`config.mk`:
```
export PLATFORM = sky130hd
export DESIGN_NAME = computer_nbit
export DESIGN_NICKNAME = d
export VERILOG_FILES = /design/src/rtl/computer_nbit.sv
export SDC_FILE = /design/constraint.sdc
export NUM_CORES = 1
export LEC_CHECK = 0
export BUFFER_PORTS_ARGS = -buffer_cell sky130_fd_sc_hd__buf_2
export CAP_MARGIN = 20
export CORE_MARGIN = 2
export CORE_UTILIZATION = 45
export CTS_CLUSTER_SIZE = 24
export DETAILED_ROUTE_END_ITERATION = 10
export PLACE_DENSITY = 0.61
export SETUP_SLACK_MARGIN = 0.3
export SLEW_MARGIN = 20
export SYNTH_ARGS = -nofsm -noshare
export SYNTH_HDL_FRONTEND = slang
export SYNTH_SLANG_ARGS = --single-unit
```
`constraint.sdc`:
```
create_clock -name clk -period 6.6 [get_ports clk]
set_clock_uncertainty 0.1 [all_clocks]
set_input_delay 0 -clock clk [delete_from_list [all_inputs] [get_ports clk]]
set_output_delay 0 -clock clk [all_outputs]
set_load 0.01 [all_outputs]
```
`src/rtl/computer_nbit.sv`:
```
// rtl/computer_nbit.sv - single-cycle accumulator computer with loadable instruction/data memories
// One instruction completes per clock; rst doubles as the program-load strobe for both memories.
module computer_nbit #(
   parameter int DATA_W      = 4,
   parameter int ADDR_W      = 4,
   parameter int STACK_DEPTH = 16
) (
   input  logic              clk,
   input  logic              rst,
   input  logic [DATA_W-1:0] d_in,
   input  logic [ADDR_W-1:0] ins_address,
   input  logic [ADDR_W+3:0] ins,
   output logic [DATA_W-1:0] d_out,
   output logic              ZF,
   output logic              CF,
   output logic              halted,
   output logic              stack_err
);
   localparam int MEM_N = 1 << ADDR_W;
   localparam int SP_W  = $clog2(STACK_DEPTH + 1);
   localparam int IDX_W = (STACK_DEPTH > 1) ? $clog2(STACK_DEPTH) : 1;
   localparam logic [SP_W-1:0] SP_FULL = SP_W'(STACK_DEPTH);

   typedef enum logic [3:0] {
      OP_NOP   = 4'h0, OP_MOV_A = 4'h1, OP_XCHG  = 4'h2, OP_ADD   = 4'h3,
      OP_OUT   = 4'h4, OP_INC   = 4'h5, OP_MOV_B = 4'h6, OP_SUB   = 4'h7,
      OP_STORE = 4'h8, OP_JMP   = 4'h9, OP_JZ    = 4'hA, OP_JC    = 4'hB,
      OP_CALL  = 4'hC, OP_RET   = 4'hD, OP_AND   = 4'hE, OP_HLT   = 4'hF
   } opcode_t;

   logic [ADDR_W+3:0] r_imem  [MEM_N];
   logic [DATA_W-1:0] r_dmem  [MEM_N];
   logic [ADDR_W-1:0] r_stack [STACK_DEPTH];

   logic [ADDR_W-1:0] r_pc;
   logic [SP_W-1:0]   r_sp;
   logic [DATA_W-1:0] r_a, r_b, r_dout;
   logic              r_zf, r_cf, r_halted, r_stack_err;

   logic [ADDR_W+3:0] w_ins;
   opcode_t           w_op;
   logic [ADDR_W-1:0] w_addr, w_pc_inc;
   logic [DATA_W-1:0] w_dm_rd;
   logic [DATA_W:0]   w_sum, w_inc;
   logic [IDX_W-1:0]  w_push_idx, w_pop_idx;

   assign w_ins      = r_imem[r_pc];
   assign w_op       = opcode_t'(w_ins[3:0]);
   assign w_addr     = w_ins[ADDR_W+3:4];
   assign w_pc_inc   = r_pc + ADDR_W'(1);
   assign w_dm_rd    = r_dmem[w_addr];
   assign w_sum      = {1'b0, r_a} + {1'b0, r_b};
   assign w_inc      = {1'b0, r_a} + (DATA_W+1)'(1);
   assign w_push_idx = IDX_W'(r_sp);
   assign w_pop_idx  = IDX_W'(r_sp - SP_W'(1));

   always_ff @(posedge clk) begin
      if (rst) begin
         r_imem[ins_address] <= ins;
         r_dmem[ins_address] <= d_in;
         r_pc        <= '0;
         r_sp        <= '0;
         r_a         <= '0;
         r_b         <= '0;
         r_dout      <= '0;
         r_zf        <= 1'b0;
         r_cf        <= 1'b0;
         r_halted    <= 1'b0;
         r_stack_err <= 1'b0;
      end else if (!r_halted) begin
         r_pc <= w_pc_inc;
         case (w_op)
            OP_MOV_A: r_a <= w_dm_rd;
            OP_XCHG: begin
               r_a <= r_b;
               r_b <= r_a;
            end
            OP_ADD: begin
               {r_cf, r_a} <= w_sum;
               r_zf        <= (w_sum[DATA_W-1:0] == '0);
            end
            OP_OUT: r_dout <= r_a;
            OP_INC: begin
               {r_cf, r_a} <= w_inc;
               r_zf        <= (w_inc[DATA_W-1:0] == '0);
            end
            OP_MOV_B: r_b <= w_dm_rd;
            OP_SUB: begin
               r_a  <= r_a - r_b;
               r_cf <= (r_a < r_b);
               r_zf <= (r_a == r_b);
            end
            OP_STORE: r_dmem[w_addr] <= r_a;
            OP_JMP:   r_pc <= w_addr;
            OP_JZ:    if (r_zf) r_pc <= w_addr;
            OP_JC:    if (r_cf) r_pc <= w_addr;
            OP_CALL: begin
               // Overflow freezes the machine at the offending CALL
               if (r_sp == SP_FULL) begin
                  r_pc        <= r_pc;
                  r_halted    <= 1'b1;
                  r_stack_err <= 1'b1;
               end else begin
                  r_stack[w_push_idx] <= w_pc_inc;
                  r_sp                <= r_sp + SP_W'(1);
                  r_pc                <= w_addr;
               end
            end
            OP_RET: begin
               if (r_sp == '0) begin
                  r_pc        <= r_pc;
                  r_halted    <= 1'b1;
                  r_stack_err <= 1'b1;
               end else begin
                  r_sp <= r_sp - SP_W'(1);
                  r_pc <= r_stack[w_pop_idx];
               end
            end
            OP_AND: begin
               r_a  <= r_a & r_b;
               r_cf <= 1'b0;
               r_zf <= ((r_a & r_b) == '0);
            end
            OP_HLT: begin
               r_pc     <= r_pc;
               r_halted <= 1'b1;
            end
            default: ;
         endcase
      end
   end

   assign d_out     = r_dout;
   assign ZF        = r_zf;
   assign CF        = r_cf;
   assign halted    = r_halted;
   assign stack_err = r_stack_err;
endmodule

```
==> results of run 1 <==
[synthesized netlist by cell type (4+ instances only)]
library cell / n / area (um2)
edfxtp_1: 256 / 7690
nor2_1: 70 / 263
nand2_1: 47 / 176
mux4_2: 46 / 1040
nand3_1: 41 / 205
dfxtp_1: 29 / 581
clkbuf_1: 22 / 82.6
mux2i_1: 21 / 210
a21oi_1: 20 / 100
and2_1: 19 / 119
nor3_1: 19 / 95.1
mux2_2: 17 / 191
ha_1: 16 / 200
o21ai_0: 16 / 80.1
o211ai_1: 15 / 113
buf_2: 12 / 60.1
inv_1: 10 / 37.5
xnor2_1: 10 / 87.6
a211oi_1: 9 / 67.6
buf_4: 9 / 67.6
nand2b_1: 9 / 56.3
nor2b_1: 8 / 50.1
o21ai_1: 7 / 35.0
xor2_1: 7 / 61.3
nand3b_1: 6 / 45.0
and3_1: 5 / 31.3
buf_6: 5 / 56.3
nand4_1: 5 / 31.3
a21oi_2: 4 / 35.0
a222oi_1: 4 / 40.0
a311oi_1: 4 / 35.0
nor2_2: 4 / 25.0
nor3b_1: 4 / 30.0
[cells by family (layout without fill, tap and decap cells)]
group	after synthesis	count (layout)	synth area share, %
XOR/XNOR	17	17	1.18
AND/OR/NAND/NOR	259	259	10.6
buffers and inverters	59	125	2.43
adder cells (fa/ha/maj)	18	18	1.90
AO/OA/AOI/OAI	116	116	6.64
flip-flops	285	285	65.3
multiplexers	88	88	11.9
[cell usage in the layout (no fill, tap or decap), types with 3 or more instances in the layout]
master and instances:
buf_4 20, xnor2_1 9, o21ai_1 6, a311oi_1 4
nor2_2 6, nand4_1 5, nand3_1 41, and3_1 5
a21oi_1 20, edfxtp_1 256, nor3b_1 4, dlygate4sd3_1 15
inv_1 10, ha_1 16, nand2b_1 9, dfxtp_1 27
mux4_2 46, a211oi_1 9, nand2_1 47, clkinv_1 5
bufinv_16 6, nor3_1 19, nor2_1 68, nand3b_1 6
mux2_2 17, and2_1 19, buf_2 25, o21ai_0 16
xor2_1 7, a2111oi_1 3, clkbuf_16 29, clkinv_4 4
o211ai_1 15, a22oi_1 3, a32oi_1 3, nor2b_1 8
a222oi_1 4, mux2i_1 21, clkinv_2 6, a21oi_2 4
[power groups by stage]
stage / Combinational (mW) / Sequential (mW) / Clock (mW)
after detailed placement: 2.12 / 2.29 / 0
final: 2.14 / 2.25 / 1.73
after CTS: 2.13 / 2.25 / 1.76
after global routing: 2.33 / 2.26 / 1.83
after floorplan: 1.69 / 2.22 / 0
after global placement: 2.11 / 2.29 / 0
[critical path, delay by kind of cell (launching register included)]
family,cells,cell delay (ns)
and+or+nand+nor,5,1.40
AOI/OAI and AO/OA,1,0.15
DFF,1,1.01
muxes,3,1.34
[final cells by class]
type	instances	area (um2)	share of cell area, %
clock buffer	29	726	5.06
clock inverter	25	297	2.07
inverter	11	41.3	0.288
multi-input combinational	498	4120	28.7
sequential	285	8270	57.6
tap	378	473	3.30
timing repair buffer	60	425	2.96
[through the flow]
stage / util (%) / area [um2] / power [mW]
after floorplan: - / 12700 / 3.91
after global placement: 47.4 / 13200 / 4.40
after detailed placement: 47.4 / 13200 / 4.41
after CTS: 51.6 / 14300 / 6.15
after global routing: 51.7 / 14400 / 6.42
final: 51.7 / 14400 / 6.12
[registers in the layout, indices dropped and copies added, names as in the netlist, 4 cells and up, named ones only]
register  cells
d_out         4
r_a           4
r_b           4
r_dmem       64
r_imem      128
r_pc          4
r_sp          5
r_stack      64
[worst paths after layout]
| check | start | end | slack, ns | cells past startpoint |
|---|---|---|---|---|
| min reg2reg | d_out[0]$_SDFFE_PP0P_ | d_out[0]$_SDFFE_PP0P_ | 0.39 | 2 |
| min | d_in[1] | r_dmem[7][1]$_DFFE_PP_ | 0.20 | 3 |
| max reg2reg | flip-flop | r_dmem[6][2]$_DFFE_PP_ | 2.30 | 9 |
| max | flip-flop | r_dmem[6][2]$_DFFE_PP_ | 2.30 | 9 |
[timing repair]
| action | 4_1_cts | 5_1_grt |
|---|---|---|
| gates resized for setup | 0 | 0 |
| buffers inserted | 0 | 0 |
| hold buffers | 15 | 0 |
| setup endpoints to repair | 0 | 0 |
| hold endpoints to repair | 189 | 0 |
[metal layers]
layer	global-route usage, %	routed length [um]
met3	3.06	1670
met1	27.0	12300
met5	0	0
met4	5.66	707
met2	30.3	12800
==> out/results.ini, run 1 <==
[timing]
setup_tns_ns = 0
fin_crit_ns = 4.30
max_freq_ghz = 0.233
drv_slew = 0
worst_pin_slew_ns = 1.04
finalCritPeriodShare_pct = 65.1
setup_ws_ns = 2.30
final_hold_viol_count = 0
rsz0062_at_grt = no
slew_headroom_pct = 30.6
hold_ws_ns = 0.204
setup_viol = 0

[power]
pwr-share-comb_pct = 34.9
p_seq_share_pct = 36.8
ir_worst_vdd_mv = 0.262
p_leak_nw = 4.72
p_per_area_nw_per_um2 = 426
switchingPower_mw = 2.11
clockPowerShare_pct = 28.3
internal-power_mw = 4.01
switching_share_pct = 34.5

[status]
status = completed

[cts]
htreeDepth = 1
cts_buffer_depth = 3
cts_buffers = 29
clockRootBuffer = clkbuf_16
clock-sinks = 285
clkTransAtPathRegs_ns = 0.07
clk_latency_ns = 0.55
cts_tree = yes

[grt]
grt_pass1_vias = 7175
gr-total-overflow = 0
grt_max_degree = 37
antenna_found_initial = 0
track_usage_pct = 19.0
grt_pass1_wl_um = 41900

[setup_path]
cp-end-kind = flip-flop
cp_max_fo = 24
crit_path_max_incr_delay_ns = 1.01
crit_top_cell = nor2_1
crit_type = reg2reg
crit_path_top_delay_cell = dfxtp_1
critPathArrivalTime_ns = 4.43
crit_chain = mux4_2 > mux2_2 > mux2i_4 > nand3b_2 > nor2_1 > nand3_1 > nor3_1 > o21ai_1 > nor2_1
critical_path_required_ns = 6.73
startpoint_type = flip-flop

[placed_design]
dp.final_hpwl_um = 17700
pre_cts_ws_ns = 2.26
numPortBuffers = 25
dpl.cell_count = 1217
gp_routability_congestion = 0.852

[finish]
layout.nets = 921
drive_above_1_share_pct = 21.7
finalNonFillerCells = 1286
area_growth_pct = 13.3
nFillCells = 2330
antenna_cells = 0

[routing]
drcViolationCount = 0
drtIter0Drc = 800
drt-total-wl_um = 27400
drtPass1Iterations = 5
drtAntennaViolNets = 0
vias = 7203
wl_per_cell_um = 21.3
vias_per_cell = 5.60

[job]
cap_violations = 0

[logic_synthesis]
synth_cell_type_count = 77
synth_edf_count = 256
yosys_warnings = 0
syn_nets = 878
async_flop_share_pct = 0
synth.ff_latch_count = 285
syn_inst = 842
synth-seq-area-share_pct = 65.3
syn-cell-area_um2 = 12700
avgSynthCellArea_um2 = 15.0
synthFlopType = edfxtp_1

[floorplan]
start_util_pct = 45.6
fp.dieH_um = 172
fp.coreArea_um2 = 27800
die_area_um2 = 29500
boundaryPins = 26
die_w_um = 172
rows = 61

[hold_path]
min_path_type = in2reg

No activity file was read; power rests on OpenSTA's default activity.
==> run 2: changes to the inputs <==
--- a/config.mk
+++ b/config.mk
@@ -5,6 +5,7 @@
 export SDC_FILE = /design/constraint.sdc
 export NUM_CORES = 1
 export LEC_CHECK = 0
+export ABC_AREA = 1
 export BUFFER_PORTS_ARGS = -buffer_cell sky130_fd_sc_hd__buf_2
 export CAP_MARGIN = 20
 export CORE_MARGIN = 2
==> constraint.sdc (replaced) <==
create_clock -name clk -period 4.3 [get_ports clk]
set_clock_uncertainty 0.1 [all_clocks]
set_input_delay 0 -clock clk [delete_from_list [all_inputs] [get_ports clk]]
set_output_delay 0 -clock clk [all_outputs]
set_load 0.01 [all_outputs]
==> run 2 against run 1 <==
Compared with the run above: die area grew 3.2%; combinational power rose by 78%; core utilization is 0.22 points lower; critical endpoint is now r_dmem[14][3]$_DFFE_PP_; global-route usage up 1.4 points; fmax up 28%.
==> out/results.ini, run 2 <==
[logic_synthesis]
synth.ff_latch_count = 285  ; unchanged
synth_common_cells = nand2_1, edfxtp_1, nor2_1  ; was edfxtp_1, nor2_1, nand2_1
synth-seq-area-share_pct = 63.2  ; was 65.3%
synth_cell_type_count = 46  ; was 77
synth-compound-area-share_pct = 8.45  ; was 6.64%
syn-cell-area_um2 = 13100  ; was 12700 um2
synth_fa_ha_area_share_pct = 1.84  ; was 1.90%
synth.area.top_cells = edfxtp_1, nand2_1, nand3_1  ; was edfxtp_1, mux4_2, dfxtp_1
synth_top_family_by_area = simple AND/OR/NAND/NOR gates  ; was multiplexers
yosys.area.top_type = edfxtp_1  ; unchanged
synth-simple-area-share_pct = 19.7  ; was 10.6%
syn_nets = 1312  ; was 878
avgSynthCellArea_um2 = 10.3  ; was 15.0 um2
synth-xor-area-share_pct = 0.803  ; was 1.18%
synth.top_cell.area_share_pct = 58.8  ; was 60.7%
synthMuxAreaShare_pct = 0  ; was 11.9%
synthFlopType = edfxtp_1  ; unchanged
yosysMostFrequentCell = nand2_1  ; was edfxtp_1
synth_edf_count = 256  ; unchanged
syn_inst = 1276  ; was 842
async_flop_share_pct = 0  ; unchanged
yosys_warnings = 0  ; unchanged

[routing]
drtIter0Drc = 946  ; was 800
drt-total-wl_um = 31200  ; was 27400 um
vias_per_cell = 5.35  ; was 5.60
drtAntennaViolNets = 0  ; unchanged
vias = 9267  ; was 7203
drcViolationCount = 0  ; unchanged
wl_per_cell_um = 18.0  ; was 21.3 um
drtPass1Iterations = 7  ; was 5

[grt]
track_usage_pct = 20.4  ; was 19.0%
grt_pass1_wl_um = 48800  ; was 41900 um
gr-total-overflow = 0  ; unchanged
grt_pass1_vias = 8764  ; was 7175
antenna_found_initial = 0  ; unchanged
grt_max_degree = 76  ; was 37

[finish]
area_growth_pct = 12.9  ; was 13.3%
largestRegisters = r_imem (128), r_dmem (64), r_stack (64)  ; unchanged
largest_reg_flops = 128  ; unchanged
drive_above_1_share_pct = 9.80  ; was 21.7%
mostFrequentLayoutCell = nand2_1  ; was edfxtp_1
layout_common_cells = nand2_1, edfxtp_1, nor2_1, nand3_1, inv_1  ; was edfxtp_1, nor2_1, nand2_1, mux4_2, nand3_1
layout.nets = 1359  ; was 921
antenna_cells = 0  ; unchanged
regMostFlops = r_imem  ; unchanged
finalNonFillerCells = 1731  ; was 1286
fin_area_um2 = 14800  ; was 14400 um2

[cts]
cts_buffer_depth = 3  ; unchanged
postCtsSetupBuffers = 0  ; unchanged
clockRootBuffer = clkbuf_16  ; unchanged
htreeDepth = 1  ; unchanged
cts_buffers = 30  ; was 29
clock-sinks = 285  ; unchanged
cts_tree = yes  ; unchanged
clk_latency_ns = 0.57  ; was 0.55 ns
clkTransAtPathRegs_ns = 0.07  ; about the same

[floorplan]
die_area_um2 = 30500  ; was 29500 um2
boundaryPins = 26  ; unchanged
fp.coreArea_um2 = 28700  ; was 27800 um2
die_w_um = 175  ; was 172 um
rows = 62  ; was 61
fp.dieH_um = 175  ; was 172 um
start_util_pct = 45.6  ; about the same

[placed_design]
dpl.cell_count = 1656  ; was 1217
numPortBuffers = 25  ; unchanged
pre_cts_ws_ns = 0.938  ; was 2.26 ns
dp.final_hpwl_um = 20300  ; was 17700 um
placed_area_um2 = 13600  ; was 13200 um2
gp_routability_congestion = 0.855  ; was 0.852

[hold_path]
hold_path_depth = 2  ; was 3
min-delay-start = ins[6]  ; was d_in[1]
min_to = r_imem[11][6]$_DFFE_PP_  ; was r_dmem[7][1]$_DFFE_PP_
min_path_type = in2reg  ; unchanged

[timing]
finalCritPeriodShare_pct = 78.3  ; was 65.1%
rsz0062_at_grt = no  ; unchanged
drv_slew = 0  ; unchanged
max_freq_ghz = 0.297  ; was 0.233 GHz
setup_tns_ns = 0  ; unchanged
fin_crit_ns = 3.37  ; was 4.30 ns
slew_headroom_pct = 27.8  ; was 30.6%
final_hold_viol_count = 0  ; unchanged
setup_ws_ns = 0.933  ; was 2.30 ns
setup_viol = 0  ; unchanged
worst_pin_slew_ns = 1.08  ; was 1.04 ns

[setup_path]
crit_chain = buf_4 > inv_1 > nand3_1 > nand3_1 > nand2_1 > inv_2 > nand2_2 > nor2_4 > inv_1 > o21ai_1 > nand3_2 > nor2_1  ; was mux4_2 > mux2_2 > mux2i_4 > nand3b_2 > nor2_1 > nand3_1 > nor3_1 > o21ai_1 > nor2_1
cp-end-kind = flip-flop  ; unchanged
critPathArrivalTime_ns = 3.46  ; was 4.43 ns
cp_max_fo = 17  ; was 24
r2r_slack_ns = 0.93  ; was 2.30 ns
r2r_cells = 12  ; was 9
r2r_end = r_dmem[14][3]$_DFFE_PP_  ; was r_dmem[6][2]$_DFFE_PP_
startpoint_type = flip-flop  ; unchanged
crit_type = reg2reg  ; unchanged
crit_path_max_incr_delay_ns = 0.51  ; was 1.01 ns
critical_path_required_ns = 4.40  ; was 6.73 ns
crit_path_top_delay_cell = inv_1  ; was dfxtp_1

[power]
p_leak_nw = 5.65  ; was 4.72 nW
p_per_area_nw_per_um2 = 668  ; was 426 nW/um2
ir_worst_vdd_mv = 0.302  ; was 0.262 mV

[job]
cap_violations = 0  ; unchanged

[status]
status = completed  ; unchanged

run 2: changes by cell type after synthesis, sizes merged, moves of 15 or more:
cell	before	now
mux2i	23	0
o21ai	24	76
nand3	42	125
o211ai	15	30
a21oi	24	54
nor2	75	139
inv	11	119
and2	22	0
mux4	46	0
mux2	19	0
nand2	49	303
run 2: metal layers:
layer  global-route usage (%)  up-vias  part of all wire, %
li1                         -     4493                    -
met2                     34.1      237                   49
met4                     5.24        0                  1.9
met5                        0        -                    0
met1                     28.4     4480                   45
met3                     2.60       57                  4.5
run 2: critical path: cells and delay by family, from the launching register on:
| family | cells | cell delay (ns) |
|---|---|---|
| AO/OA/AOI/OAI | 1 | 0.45 |
| buffers and inverters | 4 | 0.90 |
| flip-flops | 1 | 0.30 |
| AND/OR/NAND/NOR | 7 | 1.26 |
run 2: cell families (layout without fill, tap and decap cells):
logic type,count (synthesis),count (layout)
compound gates,184,184
xor+xnor,12,12
fa+ha+maj,18,18
buf+inv,175,246
flops,285,285
simple gates,602,602
run 2: worst max-delay path by stage:
| stage | slack, ns | endpoint | startpoint | depth (start not counted) |
|---|---|---|---|---|
| finish | 0.93 | r_dmem[14][3]$_DFFE_PP_ | flip-flop | 12 |
| global route | 0.66 | r_pc[2]$_SDFFE_PP0P_ | r_sp[0]$_SDFFE_PP0P_ | 12 |
| CTS | 0.93 | r_dmem[14][3]$_DFFE_PP_ | flip-flop | 14 |
| global placement | 1.02 | r_dmem[7][2]$_DFFE_PP_ | flip-flop | 14 |
| detailed placement | 0.94 | r_dmem[7][2]$_DFFE_PP_ | flip-flop | 14 |
| floorplan | 1.62 | r_dmem[0][0]$_DFFE_PP_ | flip-flop | 12 |
run 2: where the power goes:
group / switching (mW) / internal (mW)
sequential: 0.157 / 3.29
clock: 1.08 / 1.53
combinational: 2.64 / 1.17
run 2: final cells by class:
| type | count | area [um2] |
|---|---|---|
| clock buffer | 33 | 762 |
| clock inverter | 23 | 251 |
| fill | 2625 | 13900 |
| inverter | 121 | 454 |
| multi-input combinational | 816 | 4030 |
| sequential | 285 | 8270 |
| tap | 384 | 480 |
| timing repair buffer | 69 | 515 |
run 2: per-stage QoR:
step / util, % / hold slack (ns) / power [mW]
6_report: 51.4 / 0.280 / 9.86
5_1_grt: 51.4 / 0.278 / 10.5
4_1_cts: 51.4 / 0.000874 / 9.89
3_5_place_dp: 47.2 / 0.301 / 7.26
3_3_place_gp: 47.2 / 0.292 / 7.24
2_1_floorplan: - / -0.00113 / 6.28
run 2: timing repair:
action,4_1_cts,5_1_grt
endpoints found under the hold margin,251,8
hold buffers,18,1
gates resized for setup,0,0
==> run 3: changes to the inputs <==
--- a/config.mk
+++ b/config.mk
@@ -5,7 +5,7 @@
 export SDC_FILE = /design/constraint.sdc
 export NUM_CORES = 1
 export LEC_CHECK = 0
-export ABC_AREA = 1
+export ABC_AREA = 0
 export BUFFER_PORTS_ARGS = -buffer_cell sky130_fd_sc_hd__buf_2
 export CAP_MARGIN = 20
 export CORE_MARGIN = 2
==> constraint.sdc (replaced) <==
create_clock -name clk -period 3.39 [get_ports clk]
set_clock_uncertainty 0.1 [all_clocks]
set_input_delay 0 -clock clk [delete_from_list [all_inputs] [get_ports clk]]
set_output_delay 0 -clock clk [all_outputs]
set_load 0.01 [all_outputs]
==> run 3 against run 2 <==
Compared with the run above: clock power increased by 18%; final cell count decreased by 22%; final area up 2.8%; hold slack better by 0.0096 ns; first-iteration DRC count decreased by 23%; clock-buffer cell count is 10 higher; non-clock buffer count increased by 57; flip-flop and latch count unchanged; largest power group unchanged; fmax is 9.9% higher; largest cell class unchanged; combinational power is 35% higher.
==> out/results.ini, run 3 (synthesis gave the netlist of run 1 again) <==
[power]
internal-power_mw = 8.14  ; was 5.99 mW
clockPowerShare_pct = 24.6  ; was 26.4%
ir_worst_vdd_mv = 0.558  ; was 0.302 mV
p_per_area_nw_per_um2 = 826  ; was 668 nW/um2
power_mw = 12.5  ; was 9.86 mW
p_leak_nw = 5.07  ; was 5.65 nW
p_seq_share_pct = 34.2  ; was 35.0%
pwr-share-comb_pct = 41.1  ; was 38.6%
switchingPower_mw = 4.39  ; was 3.87 mW
switching_share_pct = 35.0  ; was 39.3%

[timing]
drv_slew = 0  ; unchanged
fin_crit_ns = 3.06  ; was 3.37 ns
final_hold_viol_count = 0  ; unchanged
max_freq_ghz = 0.326  ; was 0.297 GHz
finalCritPeriodShare_pct = 90.4  ; was 78.3%
rsz0062_at_grt = yes  ; was no
worst_pin_slew_ns = 0.772  ; was 1.08 ns
slew_headroom_pct = 48.5  ; was 27.8%
setup_tns_ns = 0  ; unchanged
setup_viol = 0  ; unchanged

[finish]
layout.nets = 988  ; was 1359
drive_above_1_share_pct = 30.2  ; was 9.80%
antenna_cells = 0  ; unchanged
nFillCells = 2296  ; was 2625
multi_input_area_um2 = 4370  ; was 4030 um2
regMostFlops = r_imem  ; unchanged
mostFrequentLayoutCell = edfxtp_1  ; was nand2_1
largestRegisters = r_imem (128), r_dmem (64), r_stack (64)  ; unchanged
largest_reg_flops = 128  ; unchanged
layout_common_cells = edfxtp_1, buf_4, nor2_1, nand2_1, mux4_2  ; was nand2_1, edfxtp_1, nor2_1, nand3_1, inv_1
area.sequential_um2 = 8280  ; was 8270 um2
area_growth_pct = 19.8  ; was 12.9%

[setup_path]
critical_path_required_ns = 3.54  ; was 4.40 ns
startpoint_type = flip-flop  ; unchanged
r2r_cells = 11  ; was 12
r2r_slack_ns = 0.33  ; was 0.93 ns
crit_type = reg2reg  ; unchanged
cp-end-kind = flip-flop  ; unchanged
r2r_end = r_dmem[1][3]$_DFFE_PP_  ; was r_dmem[14][3]$_DFFE_PP_
critPathArrivalTime_ns = 3.22  ; was 3.46 ns
cp_max_fo = 7  ; was 17

[cts]
clockRootBuffer = clkbuf_16  ; unchanged
htreeDepth = 1  ; unchanged
clk_latency_ns = 0.56  ; was 0.57 ns
clock-sinks = 285  ; unchanged
cts_buffer_depth = 3  ; unchanged
cts_buffers = 30  ; unchanged
cts_tree = yes  ; unchanged
clkTransAtPathRegs_ns = 0.06  ; was 0.07 ns

[grt]
grt_pass1_wl_um = 42400  ; was 48800 um
grt_pass1_vias = 7216  ; was 8764
gr-total-overflow = 0  ; unchanged
track_usage_pct = 19.2  ; was 20.4%
grt_max_degree = 39  ; was 76
antenna_found_initial = 0  ; unchanged

[job]
cap_violations = 0  ; unchanged

[routing]
drtIter0Drc = 727  ; was 946
drtPass1Iterations = 7  ; unchanged
vias_per_cell = 5.58  ; was 5.35
drcViolationCount = 0  ; unchanged
vias = 7558  ; was 9267
drtAntennaViolNets = 0  ; unchanged
wl_per_cell_um = 21.6  ; was 18.0 um
drt-total-wl_um = 29200  ; was 31200 um

[placed_design]
numPortBuffers = 25  ; unchanged
dp.final_hpwl_um = 18600  ; was 20300 um
gp_routability_congestion = 0.829  ; was 0.855

[floorplan]
boundaryPins = 26  ; unchanged
die_w_um = 172  ; was 175 um
fp.dieH_um = 172  ; was 175 um
fp.coreArea_um2 = 27800  ; was 28700 um2
start_util_pct = 45.6  ; about the same
rows = 61  ; was 62
die_area_um2 = 29500  ; was 30500 um2

[status]
status = completed  ; unchanged

[hold_path]
min-delay-start = ins[6]  ; unchanged
min_path_type = in2reg  ; unchanged
min_to = r_imem[1][6]$_DFFE_PP_  ; was r_imem[11][6]$_DFFE_PP_
hold_path_depth = 2  ; unchanged

run 3: cell types whose count changed in the layout (fill, tap and decap cells not counted), sizes merged, moves of 22 or more:
cell   previous run  this run
nand3           125        42
nand2           303        49
o21ai            76        24
inv             119        11
and2              0        22
nor2            139        75
mux2i             0        23
a21oi            54        24
buf              50       102
mux4              0        46
run 3: worst max-delay path by stage:
stage / to / slack, ns / cells past startpoint
global placement: r_stack[4][1]$_DFFE_PP_ / 0.18 / 11
CTS: r_dmem[2][1]$_DFFE_PP_ / 0.30 / 11
floorplan: flip-flop / 0.33 / 11
finish: r_dmem[1][3]$_DFFE_PP_ / 0.33 / 11
detailed placement: r_dmem[7][2]$_DFFE_PP_ / 0.11 / 10
global route: r_dmem[9][1]$_DFFE_PP_ / 0.23 / 11
run 3: repair_timing:
item / in CTS / in global routing
pin swaps: 2 / 15
endpoints found under the hold margin: 226 / 0
resized for setup: 23 / 57
gates cloned: 0 / 5
endpoints found under the setup margin: 136 / 162
buffers inserted: 2 / 19
hold buffers: 20 / 0
run 3: cell type report:
cell class / instances / area share (%)
inverters: 11 / 0.272
flip-flops and latches: 285 / 54.6
clock buffers: 43 / 5.54
repair buffers: 126 / 7.09
clock inverters: 13 / 0.602
multi-input cells: 498 / 28.8
well taps: 378 / 3.12
run 3: power groups by stage:
stage,combinational (mW),sequential [mW],clock [mW]
floorplan,3.29,4.32,0
global placement,4.49,4.36,0
detailed placement,4.50,4.36,0
CTS,4.59,4.29,3.13
global route,5.53,4.31,3.28
finish,5.15,4.29,3.09
run 3: stage by stage:
| stage | hold slack [ns] | utilization [%] | worst slack, ns | area (um2) | instances |
|---|---|---|---|---|---|
| after floorplan | -0.00113 | - | 0.328 | 12700 | 842 |
| after global placement | 0.287 | 48.5 | 0.183 | 13500 | 1252 |
| after detailed placement | 0.288 | 48.5 | 0.107 | 13500 | 1252 |
| after CTS | 0.270 | 52.9 | 0.303 | 14700 | 1330 |
| after global routing | 0.291 | 54.6 | 0.230 | 15200 | 1354 |
| final | 0.289 | 54.6 | 0.326 | 15200 | 1354 |
run 3: per-layer routing:
layer / part of all wire (%) / global-route usage, % / vias up
met5: 0 / 0 / -
li1: - / - / 3499
met1: 44 / 27.6 / 3758
met2: 48 / 31.4 / 253
met4: 2.0 / 3.80 / 0
met3: 5.7 / 2.58 / 48
run 3: worst max-delay path, cell delays in order, from the launching register on:
cell	delay, ns
dfxtp_4	0.40
buf_12	0.16
mux4_2	0.54
a22oi_2	0.37
nand2_2	0.14
nand2_4	0.13
nor3_4	0.07
buf_4	0.20
nor3_1	0.23
a21oi_2	0.08
buf_4	0.17
nor2_2	0.18
